--- src/rtl/unidade_controle_param_pkg.sv ---
// Shared types for the parametrised image-coprocessor control unit:
// algorithm codes, FSM state encoding and the zoom-direction helper.
package unidade_controle_pkg;

  typedef enum logic [1:0] {
    ALG_REPLICACAO = 2'b00,
    ALG_DECIMACAO  = 2'b01,
    ALG_VIZINHO    = 2'b10,
    ALG_MEDIA      = 2'b11
  } alg_e;

  typedef enum logic [2:0] {
    IDLE  = 3'd0,
    WRITE = 3'd1,
    ACK   = 3'd2,
    ARM   = 3'd3,
    RUN   = 3'd4,
    SHOW  = 3'd5
  } estado_e;

  // Replication and nearest-neighbour enlarge; decimation and block-average shrink.
  function automatic logic is_zoom_in(input logic [1:0] alg);
    return (alg == ALG_REPLICACAO) || (alg == ALG_VIZINHO);
  endfunction

endpackage

--- src/rtl/unidade_controle_param_if.sv ---
// HPS pixel-write handshake between the bridge (master) and the control unit (slave).
interface unidade_controle_param_if #(
  parameter int ORIG_AW = 15,
  parameter int PIX_W   = 8
);
  logic               wr_req;
  logic [ORIG_AW-1:0] wr_addr;
  logic [PIX_W-1:0]   wr_data;
  logic               wr_done;

  modport master (output wr_req, output wr_addr, output wr_data, input wr_done);
  modport slave  (input wr_req, input wr_addr, input wr_data, output wr_done);
endinterface

--- src/rtl/unidade_controle_param_gerador_endereco_vga.sv ---
// Registered VGA window test and read-address generation for the original
// and result image RAMs (one cycle from pix_x/pix_y).
module gerador_endereco_vga #(
  parameter int LARG_ORIG = 160,
  parameter int ALT_ORIG  = 120,
  parameter int COORD_W   = 10,
  parameter int ORIG_AW   = 15,
  parameter int RES_AW    = 19
) (
  input  logic               clk,
  input  logic               reset,
  input  logic [COORD_W-1:0] pix_x,
  input  logic [COORD_W-1:0] pix_y,
  input  logic [COORD_W-1:0] img_w,
  input  logic [COORD_W-1:0] img_h,
  input  logic [COORD_W-1:0] x_off,
  input  logic [COORD_W-1:0] y_off,
  input  logic               blank,
  output logic               in_bounds,
  output logic [ORIG_AW-1:0] rd_addr_orig,
  output logic [RES_AW-1:0]  rd_addr_res
);

  localparam int PW = 2 * COORD_W;

  logic [COORD_W-1:0] dx_s, dy_s;
  logic               inside_s, orig_ok_s;
  logic               in_bounds_d, in_bounds_q;
  logic [ORIG_AW-1:0] rd_addr_orig_d, rd_addr_orig_q;
  logic [RES_AW-1:0]  rd_addr_res_d, rd_addr_res_q;

  // Window compare and address arithmetic; out-of-window addresses collapse to 0.
  always_comb begin
    dx_s      = pix_x - x_off;
    dy_s      = pix_y - y_off;
    inside_s  = (pix_x >= x_off) && (dx_s < img_w) && (pix_y >= y_off) && (dy_s < img_h);
    orig_ok_s = inside_s && (dx_s < COORD_W'(LARG_ORIG)) && (dy_s < COORD_W'(ALT_ORIG));
    in_bounds_d = inside_s && !blank;
    if (inside_s) begin
      rd_addr_res_d = RES_AW'(PW'(dy_s) * PW'(img_w) + PW'(dx_s));
    end else begin
      rd_addr_res_d = {RES_AW{1'b0}};
    end
    if (orig_ok_s) begin
      rd_addr_orig_d = ORIG_AW'(PW'(dy_s) * PW'(LARG_ORIG) + PW'(dx_s));
    end else begin
      rd_addr_orig_d = {ORIG_AW{1'b0}};
    end
  end

  // Output registers.
  always_ff @(posedge clk or negedge reset) begin
    if (!reset) begin
      in_bounds_q    <= 1'b0;
      rd_addr_orig_q <= {ORIG_AW{1'b0}};
      rd_addr_res_q  <= {RES_AW{1'b0}};
    end else begin
      in_bounds_q    <= in_bounds_d;
      rd_addr_orig_q <= rd_addr_orig_d;
      rd_addr_res_q  <= rd_addr_res_d;
    end
  end

  assign in_bounds    = in_bounds_q;
  assign rd_addr_orig = rd_addr_orig_q;
  assign rd_addr_res  = rd_addr_res_q;

endmodule

--- src/rtl/unidade_controle_param.sv ---
// Top-level sequencer: HPS writes into mem1, resize geometry/launch, VGA readout.
// Optional CENTER_CROP_EN adds crop_x0/crop_y0 so clipped enlargements stay centred.
module unidade_controle_param
  import unidade_controle_pkg::*;
#(
  parameter int LARG_ORIG = 160,
  parameter int ALT_ORIG  = 120,
  parameter int MAX_LARG  = 320,
  parameter int MAX_ALT   = 240,
  parameter int TELA_LARG = 640,
  parameter int TELA_ALT  = 480,
  parameter int PIX_W     = 8,
  parameter int ZOOM_W    = 2,
  parameter int COORD_W   = 10,
  parameter int ORIG_AW   = 15,
  parameter int RES_AW    = 19
) (
  input  logic                     clk,
  input  logic                     reset,
  input  logic                     start,
  input  logic [1:0]               alg,
  input  logic [ZOOM_W-1:0]        zoom,
  unidade_controle_param_if.slave  hps,
  output logic                     mem1_wren,
  output logic [ORIG_AW-1:0]       mem1_wraddr,
  output logic [PIX_W-1:0]         mem1_wdata,
  output logic                     redim_start,
  output logic [1:0]               redim_alg,
  output logic [ZOOM_W-1:0]        redim_zoom,
  input  logic                     redim_done,
  output logic [COORD_W-1:0]       img_w,
  output logic [COORD_W-1:0]       img_h,
  output logic [COORD_W-1:0]       x_off,
  output logic [COORD_W-1:0]       y_off,
`ifdef CENTER_CROP_EN
  output logic [COORD_W-1:0]       crop_x0,
  output logic [COORD_W-1:0]       crop_y0,
`endif
  input  logic [COORD_W-1:0]       pix_x,
  input  logic [COORD_W-1:0]       pix_y,
  output logic [ORIG_AW-1:0]       rd_addr_orig,
  output logic [RES_AW-1:0]        rd_addr_res,
  output logic                     src_sel,
  output logic                     in_bounds,
  output logic                     busy,
  output logic                     ready,
  output logic                     err
);

  // Wide enough that LARG_ORIG << max zoom never overflows.
  localparam int GW = COORD_W + (1 << ZOOM_W);
  localparam logic [GW-1:0]      LARG_G = GW'(LARG_ORIG);
  localparam logic [GW-1:0]      ALT_G  = GW'(ALT_ORIG);
  localparam logic [GW-1:0]      MAXL_G = GW'(MAX_LARG);
  localparam logic [GW-1:0]      MAXA_G = GW'(MAX_ALT);
  localparam logic [GW-1:0]      TELL_G = GW'(TELA_LARG);
  localparam logic [GW-1:0]      TELA_G = GW'(TELA_ALT);
  localparam logic [COORD_W-1:0] W0  = COORD_W'(LARG_ORIG);
  localparam logic [COORD_W-1:0] H0  = COORD_W'(ALT_ORIG);
  localparam logic [COORD_W-1:0] XO0 = COORD_W'((TELA_LARG - LARG_ORIG) / 2);
  localparam logic [COORD_W-1:0] YO0 = COORD_W'((TELA_ALT - ALT_ORIG) / 2);

  estado_e            state_q, state_d, ret_q, ret_d;
  logic               arm_ph_q, arm_ph_d;
  logic [GW-1:0]      new_w_q, new_w_d, new_h_q, new_h_d;
  logic [GW-1:0]      sh_w_s, sh_h_s;
  logic               mem1_wren_q, mem1_wren_d;
  logic [ORIG_AW-1:0] mem1_wraddr_q, mem1_wraddr_d;
  logic [PIX_W-1:0]   mem1_wdata_q, mem1_wdata_d;
  logic               wr_done_q, wr_done_d;
  logic               redim_start_q, redim_start_d;
  logic [1:0]         redim_alg_q, redim_alg_d;
  logic [ZOOM_W-1:0]  redim_zoom_q, redim_zoom_d;
  logic [COORD_W-1:0] img_w_q, img_w_d, img_h_q, img_h_d;
  logic [COORD_W-1:0] x_off_q, x_off_d, y_off_q, y_off_d;
  logic               src_sel_q, src_sel_d, busy_q, busy_d;
  logic               ready_q, ready_d, err_q, err_d;
  logic [COORD_W-1:0] geo_w_s, geo_h_s, geo_x_s, geo_y_s;
`ifdef CENTER_CROP_EN
  logic [COORD_W-1:0] crop_x0_q, crop_x0_d, crop_y0_q, crop_y0_d;
`endif

  // Next-state and registered-output computation for the control FSM.
  always_comb begin
    state_d       = state_q;
    ret_d         = ret_q;
    arm_ph_d      = arm_ph_q;
    new_w_d       = new_w_q;
    new_h_d       = new_h_q;
    mem1_wren_d   = 1'b0;
    mem1_wraddr_d = mem1_wraddr_q;
    mem1_wdata_d  = mem1_wdata_q;
    wr_done_d     = 1'b0;
    redim_start_d = 1'b0;
    redim_alg_d   = redim_alg_q;
    redim_zoom_d  = redim_zoom_q;
    img_w_d       = img_w_q;
    img_h_d       = img_h_q;
    x_off_d       = x_off_q;
    y_off_d       = y_off_q;
    ready_d       = 1'b0;
    err_d         = 1'b0;
`ifdef CENTER_CROP_EN
    crop_x0_d     = crop_x0_q;
    crop_y0_d     = crop_y0_q;
`endif
    sh_w_s = LARG_G << redim_zoom_q;
    sh_h_s = ALT_G << redim_zoom_q;

    case (state_q)
      IDLE, SHOW: begin
        if (hps.wr_req) begin
          state_d       = WRITE;
          ret_d         = state_q;
          mem1_wren_d   = 1'b1;
          mem1_wraddr_d = hps.wr_addr;
          mem1_wdata_d  = hps.wr_data;
        end else if (start) begin
          state_d      = ARM;
          ret_d        = state_q;
          arm_ph_d     = 1'b0;
          redim_alg_d  = alg;
          redim_zoom_d = zoom;
        end else begin
          state_d = state_q;
        end
      end
      WRITE: begin
        state_d   = ACK;
        wr_done_d = 1'b1;
      end
      ACK: begin
        state_d = ret_q;
      end
      ARM: begin
        if (!arm_ph_q) begin
          arm_ph_d = 1'b1;
          if (is_zoom_in(redim_alg_q)) begin
            new_w_d = (sh_w_s > MAXL_G) ? MAXL_G : sh_w_s;
            new_h_d = (sh_h_s > MAXA_G) ? MAXA_G : sh_h_s;
          end else begin
            new_w_d = LARG_G >> redim_zoom_q;
            new_h_d = ALT_G >> redim_zoom_q;
          end
        end else begin
          arm_ph_d = 1'b0;
          if ((new_w_q == {GW{1'b0}}) || (new_h_q == {GW{1'b0}})) begin
            // Committed geometry is left untouched on a degenerate request.
            err_d   = 1'b1;
            state_d = ret_q;
          end else begin
            img_w_d       = COORD_W'(new_w_q);
            img_h_d       = COORD_W'(new_h_q);
            x_off_d       = COORD_W'((TELL_G - new_w_q) >> 1);
            y_off_d       = COORD_W'((TELA_G - new_h_q) >> 1);
            redim_start_d = 1'b1;
            state_d       = RUN;
`ifdef CENTER_CROP_EN
            if (is_zoom_in(redim_alg_q)) begin
              crop_x0_d = COORD_W'(((sh_w_s - new_w_q) >> redim_zoom_q) >> 1);
              crop_y0_d = COORD_W'(((sh_h_s - new_h_q) >> redim_zoom_q) >> 1);
            end else begin
              crop_x0_d = {COORD_W{1'b0}};
              crop_y0_d = {COORD_W{1'b0}};
            end
`endif
          end
        end
      end
      RUN: begin
        if (redim_done) begin
          ready_d = 1'b1;
          state_d = SHOW;
        end else begin
          state_d = RUN;
        end
      end
      default: begin
        state_d = IDLE;
      end
    endcase

    busy_d    = state_d inside {ARM, RUN, WRITE, ACK};
    // The result stays on screen while a write or re-arm launched from SHOW is in flight.
    src_sel_d = (state_d == SHOW) ||
                ((state_d inside {WRITE, ACK, ARM}) && (ret_d == SHOW));
  end

  // Control FSM state and all registered outputs.
  always_ff @(posedge clk or negedge reset) begin
    if (!reset) begin
      state_q       <= IDLE;
      ret_q         <= IDLE;
      arm_ph_q      <= 1'b0;
      new_w_q       <= {GW{1'b0}};
      new_h_q       <= {GW{1'b0}};
      mem1_wren_q   <= 1'b0;
      mem1_wraddr_q <= {ORIG_AW{1'b0}};
      mem1_wdata_q  <= {PIX_W{1'b0}};
      wr_done_q     <= 1'b0;
      redim_start_q <= 1'b0;
      redim_alg_q   <= 2'b00;
      redim_zoom_q  <= {ZOOM_W{1'b0}};
      img_w_q       <= W0;
      img_h_q       <= H0;
      x_off_q       <= XO0;
      y_off_q       <= YO0;
      src_sel_q     <= 1'b0;
      busy_q        <= 1'b0;
      ready_q       <= 1'b0;
      err_q         <= 1'b0;
`ifdef CENTER_CROP_EN
      crop_x0_q     <= {COORD_W{1'b0}};
      crop_y0_q     <= {COORD_W{1'b0}};
`endif
    end else begin
      state_q       <= state_d;
      ret_q         <= ret_d;
      arm_ph_q      <= arm_ph_d;
      new_w_q       <= new_w_d;
      new_h_q       <= new_h_d;
      mem1_wren_q   <= mem1_wren_d;
      mem1_wraddr_q <= mem1_wraddr_d;
      mem1_wdata_q  <= mem1_wdata_d;
      wr_done_q     <= wr_done_d;
      redim_start_q <= redim_start_d;
      redim_alg_q   <= redim_alg_d;
      redim_zoom_q  <= redim_zoom_d;
      img_w_q       <= img_w_d;
      img_h_q       <= img_h_d;
      x_off_q       <= x_off_d;
      y_off_q       <= y_off_d;
      src_sel_q     <= src_sel_d;
      busy_q        <= busy_d;
      ready_q       <= ready_d;
      err_q         <= err_d;
`ifdef CENTER_CROP_EN
      crop_x0_q     <= crop_x0_d;
      crop_y0_q     <= crop_y0_d;
`endif
    end
  end

  // In IDLE the original image is shown with the power-on geometry.
  always_comb begin
    if (state_q == IDLE) begin
      geo_w_s = W0;
      geo_h_s = H0;
      geo_x_s = XO0;
      geo_y_s = YO0;
    end else begin
      geo_w_s = img_w_q;
      geo_h_s = img_h_q;
      geo_x_s = x_off_q;
      geo_y_s = y_off_q;
    end
  end

  gerador_endereco_vga #(
    .LARG_ORIG (LARG_ORIG),
    .ALT_ORIG  (ALT_ORIG),
    .COORD_W   (COORD_W),
    .ORIG_AW   (ORIG_AW),
    .RES_AW    (RES_AW)
  ) u_gerador (
    .clk          (clk),
    .reset        (reset),
    .pix_x        (pix_x),
    .pix_y        (pix_y),
    .img_w        (geo_w_s),
    .img_h        (geo_h_s),
    .x_off        (geo_x_s),
    .y_off        (geo_y_s),
    .blank        (state_d == RUN),
    .in_bounds    (in_bounds),
    .rd_addr_orig (rd_addr_orig),
    .rd_addr_res  (rd_addr_res)
  );

  assign hps.wr_done  = wr_done_q;
  assign mem1_wren    = mem1_wren_q;
  assign mem1_wraddr  = mem1_wraddr_q;
  assign mem1_wdata   = mem1_wdata_q;
  assign redim_start  = redim_start_q;
  assign redim_alg    = redim_alg_q;
  assign redim_zoom   = redim_zoom_q;
  assign img_w        = img_w_q;
  assign img_h        = img_h_q;
  assign x_off        = x_off_q;
  assign y_off        = y_off_q;
  assign src_sel      = src_sel_q;
  assign busy         = busy_q;
  assign ready        = ready_q;
  assign err          = err_q;
`ifdef CENTER_CROP_EN
  assign crop_x0      = crop_x0_q;
  assign crop_y0      = crop_y0_q;
`endif

endmodule

--- src/flat_wrapper.sv ---
// flat-port wrapper written by rule: the top's interface ports become plain ports
module unidade_controle_param_flat import unidade_controle_pkg::*;
#(
  parameter int LARG_ORIG = 160,
  parameter int ALT_ORIG  = 120,
  parameter int MAX_LARG  = 320,
  parameter int MAX_ALT   = 240,
  parameter int TELA_LARG = 640,
  parameter int TELA_ALT  = 480,
  parameter int PIX_W     = 8,
  parameter int ZOOM_W    = 2,
  parameter int COORD_W   = 10,
  parameter int ORIG_AW   = 15,
  parameter int RES_AW    = 19
)
  (clk, reset, start, alg, zoom, mem1_wren, mem1_wraddr, mem1_wdata, redim_start, redim_alg, redim_zoom, redim_done, img_w, img_h, x_off, y_off, pix_x, pix_y, rd_addr_orig, rd_addr_res, src_sel, in_bounds, busy, ready, err, hps_wr_req, hps_wr_addr, hps_wr_data, hps_wr_done);
  unidade_controle_param_if #(.ORIG_AW(ORIG_AW), .PIX_W(PIX_W)) hps_i ();
  input  logic clk;
  input  logic reset;
  input  logic start;
  input  logic [1:0] alg;
  input  logic [ZOOM_W-1:0] zoom;
  output logic mem1_wren;
  output logic [ORIG_AW-1:0] mem1_wraddr;
  output logic [PIX_W-1:0] mem1_wdata;
  output logic redim_start;
  output logic [1:0] redim_alg;
  output logic [ZOOM_W-1:0] redim_zoom;
  input  logic redim_done;
  output logic [COORD_W-1:0] img_w;
  output logic [COORD_W-1:0] img_h;
  output logic [COORD_W-1:0] x_off;
  output logic [COORD_W-1:0] y_off;
  input  logic [COORD_W-1:0] pix_x;
  input  logic [COORD_W-1:0] pix_y;
  output logic [ORIG_AW-1:0] rd_addr_orig;
  output logic [RES_AW-1:0] rd_addr_res;
  output logic src_sel;
  output logic in_bounds;
  output logic busy;
  output logic ready;
  output logic err;
  input wire logic [$bits(hps_i.wr_req)-1:0] hps_wr_req;
  input wire logic [$bits(hps_i.wr_addr)-1:0] hps_wr_addr;
  input wire logic [$bits(hps_i.wr_data)-1:0] hps_wr_data;
  output wire logic [$bits(hps_i.wr_done)-1:0] hps_wr_done;
  assign hps_i.wr_req = hps_wr_req;
  assign hps_i.wr_addr = hps_wr_addr;
  assign hps_i.wr_data = hps_wr_data;
  assign hps_wr_done = hps_i.wr_done;
  unidade_controle_param #(.LARG_ORIG(LARG_ORIG), .ALT_ORIG(ALT_ORIG), .MAX_LARG(MAX_LARG), .MAX_ALT(MAX_ALT), .TELA_LARG(TELA_LARG), .TELA_ALT(TELA_ALT), .PIX_W(PIX_W), .ZOOM_W(ZOOM_W), .COORD_W(COORD_W), .ORIG_AW(ORIG_AW), .RES_AW(RES_AW)) u_core (.clk(clk), .reset(reset), .start(start), .alg(alg), .zoom(zoom), .hps(hps_i), .mem1_wren(mem1_wren), .mem1_wraddr(mem1_wraddr), .mem1_wdata(mem1_wdata), .redim_start(redim_start), .redim_alg(redim_alg), .redim_zoom(redim_zoom), .redim_done(redim_done), .img_w(img_w), .img_h(img_h), .x_off(x_off), .y_off(y_off), .pix_x(pix_x), .pix_y(pix_y), .rd_addr_orig(rd_addr_orig), .rd_addr_res(rd_addr_res), .src_sel(src_sel), .in_bounds(in_bounds), .busy(busy), .ready(ready), .err(err));
endmodule
--- config.mk ---
export PLATFORM = sky130hd
export DESIGN_NAME = unidade_controle_param_flat
export DESIGN_NICKNAME = d
export VERILOG_FILES = /design/src/rtl/unidade_controle_param_pkg.sv /design/src/rtl/unidade_controle_param_if.sv /design/src/rtl/unidade_controle_param_gerador_endereco_vga.sv /design/src/rtl/unidade_controle_param.sv /design/src/flat_wrapper.sv
export SDC_FILE = /design/constraint.sdc
export NUM_CORES = 1
export LEC_CHECK = 0
export CORE_MARGIN = 3
export CORE_UTILIZATION = 61
export CTS_BUF_LIST = sky130_fd_sc_hd__clkbuf_4 sky130_fd_sc_hd__clkbuf_8
export DETAILED_ROUTE_END_ITERATION = 7
export DONT_BUFFER_PORTS = 1
export HOLD_SLACK_MARGIN = 0.12
export PLACE_DENSITY = 0.8
export SYNTH_ARGS = -nofsm -noshare
export SYNTH_HDL_FRONTEND = slang
export SYNTH_SLANG_ARGS = --single-unit
--- constraint.sdc ---
create_clock -name clk -period 6.7 [get_ports clk]
set_clock_uncertainty 0.15 [all_clocks]
set_input_delay 1.34 -clock clk [delete_from_list [all_inputs] [get_ports clk]]
set_output_delay 1.34 -clock clk [all_outputs]
set_load 0.005 [all_outputs]
==> out/qor.csv, run 1 <==
stage,metric,value,unit
worst_setup_path,crit_arrival,6.65,ns
synth,synth_seq_cells,127,
synth,synth_common_cells,"nor2_1 (128), ha_1 (121), inv_1 (120)",
placement,portBuffers,0,
floorplanning,core_region_area,0.0154,sq mm
global_route,grt_max_degree,128,
worst_setup_path,worstSetupStartpointType,flip-flop,
synth,synth_top_area_frac,0.289,
layout,drive_above_1_share,0.176,
layout,diodes,0,
routing,drtAntennaViolNets,0,
floorplanning,num_rows,45,
floorplanning,start_util,0.634,
synth,synth_largest_area_cell,dfrtp_1,
placement,place.gp.congestion,0.917,
worst_setup_path,path_class,reg2reg,
sta,slew_headroom,0.246,
sta,hold_viol,0,
routing,drtIter0Drc,496,
global_route,grt_usage,0.257,
routing,wirelength,22.6,mm
min_path,hp-start,u_core.img_h[5],
clocking,clkTransAtPathRegs,0.09,ns
worst_setup_path,worst_setup_path_end_kind,flip-flop,
routing,remaining_drc_errors,0,
worst_setup_path,r2r_slack,0.23,ns
floorplanning,die_area,0.0176,sq mm
job,maxCapViolCount,0,
global_route,global_route.overflow_total,0,
placement,hpwl,17.5,mm
clocking,root_buffer,clkbuf_8,
routing,vias,7318,
synth,synthCells,1034,
status,status,finished clean,
clocking,h-tree-depth,4,
synth,ys_top_cells_by_area,"dfrtp_1 (29%), ha_1 (15%), fa_1 (11%), nor2_1 (4.9%), inv_1 (4.6%)",
synth,synth_ff_type,dfrtp_1,
global_route,antenna_found_initial,0,
worst_setup_path,r2r_cells,24,
clocking,clk_latency,0.46,ns
routing,via_per_inst,5.59,
sta,fin_setup_tns,0,ns
min_path,hold_class,reg2reg,
sta,tightest_slew,1.12,ns
clocking,cts_buffers,17,
sta,setup_viol,0,
synth,synth_edf_count,0,
worst_setup_path,crit_start,u_core.state_q[2],
worst_setup_path,cp_data_required_time,6.89,ns
layout,layout.nets,1313,
synth,synth_cell_types,63,
global_route,grt_pass1_vias,7313,
clocking,cts.sinks,127,
synth,async_reset_ff_frac,1.00,
sta,finalCriticalPeriod,6.47,ns
layout,syn2layout_area_growth,12.4,%
floorplanning,die_height,133,microns
synth,yosysMostFrequentCell,nor2_1,
worst_setup_path,reg2reg_from,u_core.state_q[2],
clocking,cts_tree,yes,
synth,yosysSeqAreaShare,0.327,
clocking,clk_path_buf_depth,2,
floorplanning,die_w,133,microns
routing,drt-pass1-iter-count,4,
routing,drt-wirelength-per-cell,17.2,microns
synth,synth.avg_cell_area,9.45,sq um
sta,fin_crit_sh,0.965,
worst_setup_path,cp-endpoint,u_core.u_gerador.rd_addr_res[18],
synth,syn_area,0.00978,sq mm
floorplanning,io_pins,161,
global_route,grt_pass1_wl,36.1,mm
sta,finalMaxSlewViolations,0,
worst_setup_path,regToRegEndpoint,u_core.u_gerador.rd_addr_res[18],
synth,yosysWarnings,0,
sta,fmax,0.155,GHz
worst_setup_path,cp_max_fo,6,
state kept, by name, summed over array words and instances (netlist names), 2 cells and up:
name / flops
u_core.mem1_wdata: 8
u_core.new_w_q: 7
u_core.y_off: 10
u_core.img_h: 8
u_core.img_w: 7
u_core.ret_q: 3
u_core.x_off: 9
u_core.state_q: 3
u_core.u_gerador.rd_addr_orig: 15
u_core.u_gerador.rd_addr_res: 19
u_core.mem1_wraddr: 15
u_core.redim_alg: 2
u_core.redim_zoom: 2
u_core.new_h_q: 10
stage by stage:
step                std cells  hold slack [ns]  area (sq um)  setup WS (ns)  utilization
floorplan                1036            0.306          9910        -0.0192            -
global placement         1275            0.333         10500         -0.103        0.678
CTS                      1307            0.350         10900         0.0457        0.706
detailed placement       1275            0.337         10500         -0.216        0.678
finish                   1308            0.347         11000          0.234        0.712
global route             1308            0.376         11000       -0.00747        0.712
how the worst min path moves through the flow:
stage | end | slack (ns) | depth (start not counted)
after detailed placement | u_core.img_h[5] | 0.34 | 2
after floorplan | u_core.img_h[3] | 0.31 | 2
final | u_core.img_h[5] | 0.35 | 2
after CTS | u_core.img_h[5] | 0.35 | 2
after global routing | u_core.y_off[7] | 0.38 | 2
after global placement | u_core.img_h[5] | 0.33 | 2
layout make-up:
type	count	area (sq um)
multi-input combinational	756	6200
fill	1145	4440
sequential	127	3200
timing repair buffer	61	458
inverter	121	454
tap	211	264
clock buffer	17	234
clock inverter	15	184
placed cells by master (no fill, tap or decap), types with 5 or more instances in the layout:
cell type and n:
ha_1 117, clkinv_8 5, dfrtp_1 113, fa_1 55, nor2b_1 8, nor2_2 9
xnor2_1 27, and2_1 6, mux2_2 28, nor3_1 19, nand3_1 21, nand3b_1 5
a21oi_1 32, xor2_1 22, a211oi_1 7, inv_8 6, nand2_1 112, o21a_1 9
o21ai_0 44, inv_1 117, clkbuf_8 17, dfstp_2 14, nor2_4 5, buf_4 61
nor2_1 124, a21o_1 15
timing repair:
action	4_1_cts	5_1_grt
endpoints found under the setup margin	0	6
gates resized for setup	0	18
hold buffers	0	0
setup buffers	0	1
metal layers:
| metal | GRT usage | part of all wire | vias up |
|---|---|---|---|
| met5 | 0 | 0 | - |
| met4 | 0.0970 | 0.029 | 0 |
| met3 | 0.0650 | 0.070 | 56 |
| met2 | 0.425 | 0.49 | 249 |
| met1 | 0.328 | 0.41 | 3508 |
| li1 | - | - | 3505 |
worst max-delay path: stages, from the launching register on:
cell	delay, ns
dfrtp_1	0.38
or3_4	0.41
and2_4	0.19
ha_2	0.20
fa_2	0.36
nand3b_1	0.19
a21o_1	0.21
nand3b_1	0.20
xnor2_4	0.20
nor2_2	0.09
fa_1	0.54
fa_1	0.43
fa_1	0.46
fa_1	0.50
inv_1	0.06
fa_1	0.53
inv_1	0.06
ha_4	0.28
a21o_1	0.11
nand2_1	0.09
a31oi_4	0.21
a31oi_2	0.12
o21ai_1	0.16
xnor2_1	0.14
nor2_1	0.06
cells by family after synthesis:
family / after synthesis / share of synthesized area
AOI/OAI and AO/OA: 149 / 0.0956
xor gates and xnor gates: 56 / 0.0532
adders and majority gates: 177 / 0.270
buffers and inverters: 153 / 0.0639
DFF: 127 / 0.327
muxes: 29 / 0.0333
other: 1 / 0.000384
and+or+nand+nor: 342 / 0.157
Power of run 1 is left out: the tool's default activity adds up to more than one toggle a clock period on the data nets, which glitch-free logic cannot reach.
==> run 2: changes to the inputs <==
CORE_UTILIZATION = 45   (was 61)
CTS_CLUSTER_SIZE = 12   (was not set)
PLACE_DENSITY = not set   (was 0.8)
SYNTH_HIERARCHICAL = 1   (was not set)
==> run 2 against run 1 <==
  * Critical path type is now in2reg
  * Register-to-register slack lost 0.20 ns
  * Utilization shrank 17 points
  * Critical endpoint is now u_core/u_gerador/rd_addr_res[18]
  * Sequential share of layout area shrank 3.3 points
  * Maximum frequency shrank 4.1%
  * The flow now finishes with violations (negative setup slack)
  * Cell count grew 19%
  * Synthesized area grew 8.9%
==> out/qor.csv, run 2 <==
stage,metric,value,unit,change
status,status,"finished, violations left",,
status,violations,negative setup slack,,
routing,drtIter0Drc,333,,-33%
clocking,clk_path_buf_depth,2,,unchanged
floorplanning,die_w,160,microns,+21%
routing,drt-pass1-iter-count,4,,unchanged
clocking,clk_latency,0.45,ns,about the same
clocking,ctsHoldBuffers,0,,unchanged
synth,syn_area,0.0106,sq mm,+8.9%
worst_setup_path,r2r_cells,27,,+13%
global_route,grt.met3_usage,0.0625,,-0.00250
synth,synth_top_area_frac,0.266,,-0.0237
min_path,hold_class,reg2reg,,
clocking,cts_buffers,17,,unchanged
synth,synthCells,1139,,+10%
worst_setup_path,worstSetupStartpointType,input port,,
clocking,cts_tree,yes,,
global_route,grt_pass1_wl,43.2,mm,+20%
synth,yosysMostFrequentCell,inv_1,,
placement,portBuffers,0,,unchanged
global_route,grt-busiest-layer,met2,,
sta,tightest_slew,1.07,ns,-0.0458 ns
layout,diodes,0,,unchanged
job,maxCapViolCount,0,,unchanged
layout,syn2layout_area_growth,16.6,%,
sta,fin_crit_sh,1.01,,+0.0417
global_route,grt_pass1_vias,8184,,+12%
worst_setup_path,crit_start,pix_y[0],,
sta,hold_viol,0,,unchanged
floorplanning,die_height,160,microns,+21%
worst_setup_path,cp-endpoint,u_core/u_gerador/rd_addr_res[18],,
floorplanning,io_pins,161,,unchanged
sta,rsz0062_at_grt,yes,,
routing,wirelength,27.0,mm,+20%
layout,fin_area,0.0124,sq mm,+13%
layout,drive_above_1_share,0.217,,+0.0407
layout,num-fill-cells,2053,,+79%
clocking,root_buffer,clkbuf_8,,
worst_setup_path,cp_data_required_time,6.89,ns,about the same
global_route,global_route.overflow_total,0,,unchanged
routing,drt-wirelength-per-cell,17.3,microns,+0.54%
layout,final_cell_mix,"inv_1 (153), nand2_1 (140), dfrtp_1 (113)",,
layout,layout.nets,1469,,+12%
worst_setup_path,crit_arrival,6.93,ns,+0.28 ns
worst_setup_path,cp_max_fo,7,,+1
global_route,met2_usage,0.360,,-0.0649
synth,yosysSeqAreaShare,0.300,,-0.0268
worst_setup_path,reg2reg_from,u_core/state_q[1],,
synth,synth_largest_area_cell,dfrtp_1,,
synth,async_reset_ff_frac,1.00,,unchanged
global_route,antenna_found_initial,0,,unchanged
worst_setup_path,cpPeakStageDelay,0.55,ns,about the same
worst_setup_path,r2r_slack,0.03,ns,-0.20 ns
clocking,clkTransAtPathRegs,0.09,ns,about the same
synth,synth_seq_cells,127,,unchanged
sta,finalCriticalPeriod,6.75,ns,+0.279 ns
placement,pre_cts_slack,-0.685,ns,-0.468 ns
layout,final_common_cell,inv_1,,
sta,finalMaxSlewViolations,0,,unchanged
synth,synth_ff_type,dfrtp_1,,
synth,synth_edf_count,0,,unchanged
clocking,cts.sinks,127,,unchanged
synth,ys_top_cells_by_area,"dfrtp_1 (27%), fa_1 (14%), ha_1 (13%), inv_1 (5.6%), nand2_1 (5.0%)",,
routing,remaining_drc_errors,0,,unchanged
layout,ff_latch_area,0.00320,sq mm,unchanged
floorplanning,start_util,0.465,,-0.169
synth,synth_common_cells,"inv_1 (159), nand2_1 (143), dfrtp_1 (113), ha_1 (113), fa_1 (75)",,
sta,setup_viol,2,,+2
floorplanning,die_area,0.0255,sq mm,+45%
synth,synth_cell_types,64,,+1.6%
placement,place.gp.congestion,0.899,,-1.9%
floorplanning,core_region_area,0.0229,sq mm,+49%
sta,fin_setup_tns,-0.0515,ns,-0.0515 ns
routing,via_per_inst,5.08,,-9.3%
floorplanning,num_rows,55,,+22%
synth,yosysWarnings,6,,+6
routing,drtAntennaViolNets,0,,unchanged
placement,placed_cell_area,0.0117,sq mm,+12%
worst_setup_path,worst_setup_path_end_kind,flip-flop,,
worst_setup_path,cpMaxStageDelayCell,fa_1,,
global_route,grt.met1_usage,0.264,,-0.0633
routing,vias,7892,,+7.8%
clocking,h-tree-depth,4,,unchanged
sta,worst_slack,-0.0452,ns,-0.279 ns
global_route,grt_max_degree,128,,unchanged
worst_setup_path,path_class,in2reg,,
layout,multiInputGateArea,0.00702,sq mm,+13%
worst_setup_path,regToRegEndpoint,u_core/u_gerador/rd_addr_res[18],,
global_route,grt_usage,0.214,,-0.0430
placement,hpwl,21.2,mm,+21%
synth,synth.avg_cell_area,9.35,sq um,-1.1%
layout,largest_register_ffs,19,,unchanged
sta,fmax,0.148,GHz,-4.1%
sta,slew_headroom,0.282,,+0.0355
[run 2: cell families after synthesis]
logic type,share of synthesized area
AOI/OAI and AO/OA,0.0931
xor gates and xnor gates,0.0474
adders and majority gates,0.274
buffers and inverters,0.0727
DFF,0.300
muxes,0.0317
other,0.000352
and+or+nand+nor,0.181
[run 2: repair_timing]
action | in CTS | in global routing
buffers inserted | 7 | 3
setup endpoints to repair | 9 | 8
pin swaps | 20 | 13
resized for setup | 19 | 28
endpoints found under the hold margin | 0 | 0
[run 2: worst min-delay path by stage]
stage	to	depth (start not counted)	from	slack [ns]
6_report	u_core/img_h[5]	2	u_core/img_h[5]	0.34
5_1_grt	u_core/img_h[6]	2	u_core/img_h[6]	0.36
4_1_cts	u_core/img_h[5]	2	u_core/img_h[5]	0.34
3_5_place_dp	u_core/img_h[5]	2	u_core/img_h[5]	0.33
3_3_place_gp	u_core/img_h[4]	2	u_core/img_h[4]	0.33
2_1_floorplan	u_core/img_h[3]	2	u_core/img_h[3]	0.30
[run 2: area by class of cell]
type,instances,area share
clock buffers,17,0.0188
flip-flops and latches,127,0.257
repair buffers,104,0.0642
well taps,313,0.0315
inverters,159,0.0487
multi-input cells,820,0.566
clock inverters,15,0.0137
[run 2: per-stage QoR]
step                       util  hold WS (ns)  cells
final                     0.542         0.337   1555
after global routing      0.542         0.364   1555
after CTS                 0.536         0.343   1552
after detailed placement  0.510         0.331   1513
after global placement    0.510         0.330   1513
after floorplan               -         0.303   1145
[run 2: per-layer routing]
metal | share of wire | wire length (microns)
met3 | 0.072 | 1950
met5 | 0 | 0
met2 | 0.48 | 13000
met4 | 0.024 | 636
met1 | 0.42 | 11400
[run 2: worst max-delay path: cells and delay by family]
family / cells / cell delay, ns
compound gates: 5 / 1.15
fa+ha+maj: 8 / 3.08
buf+inv: 8 / 0.68
mux: 1 / 0.26
simple gates: 4 / 0.43
Power of run 2 is left out for the same reason.
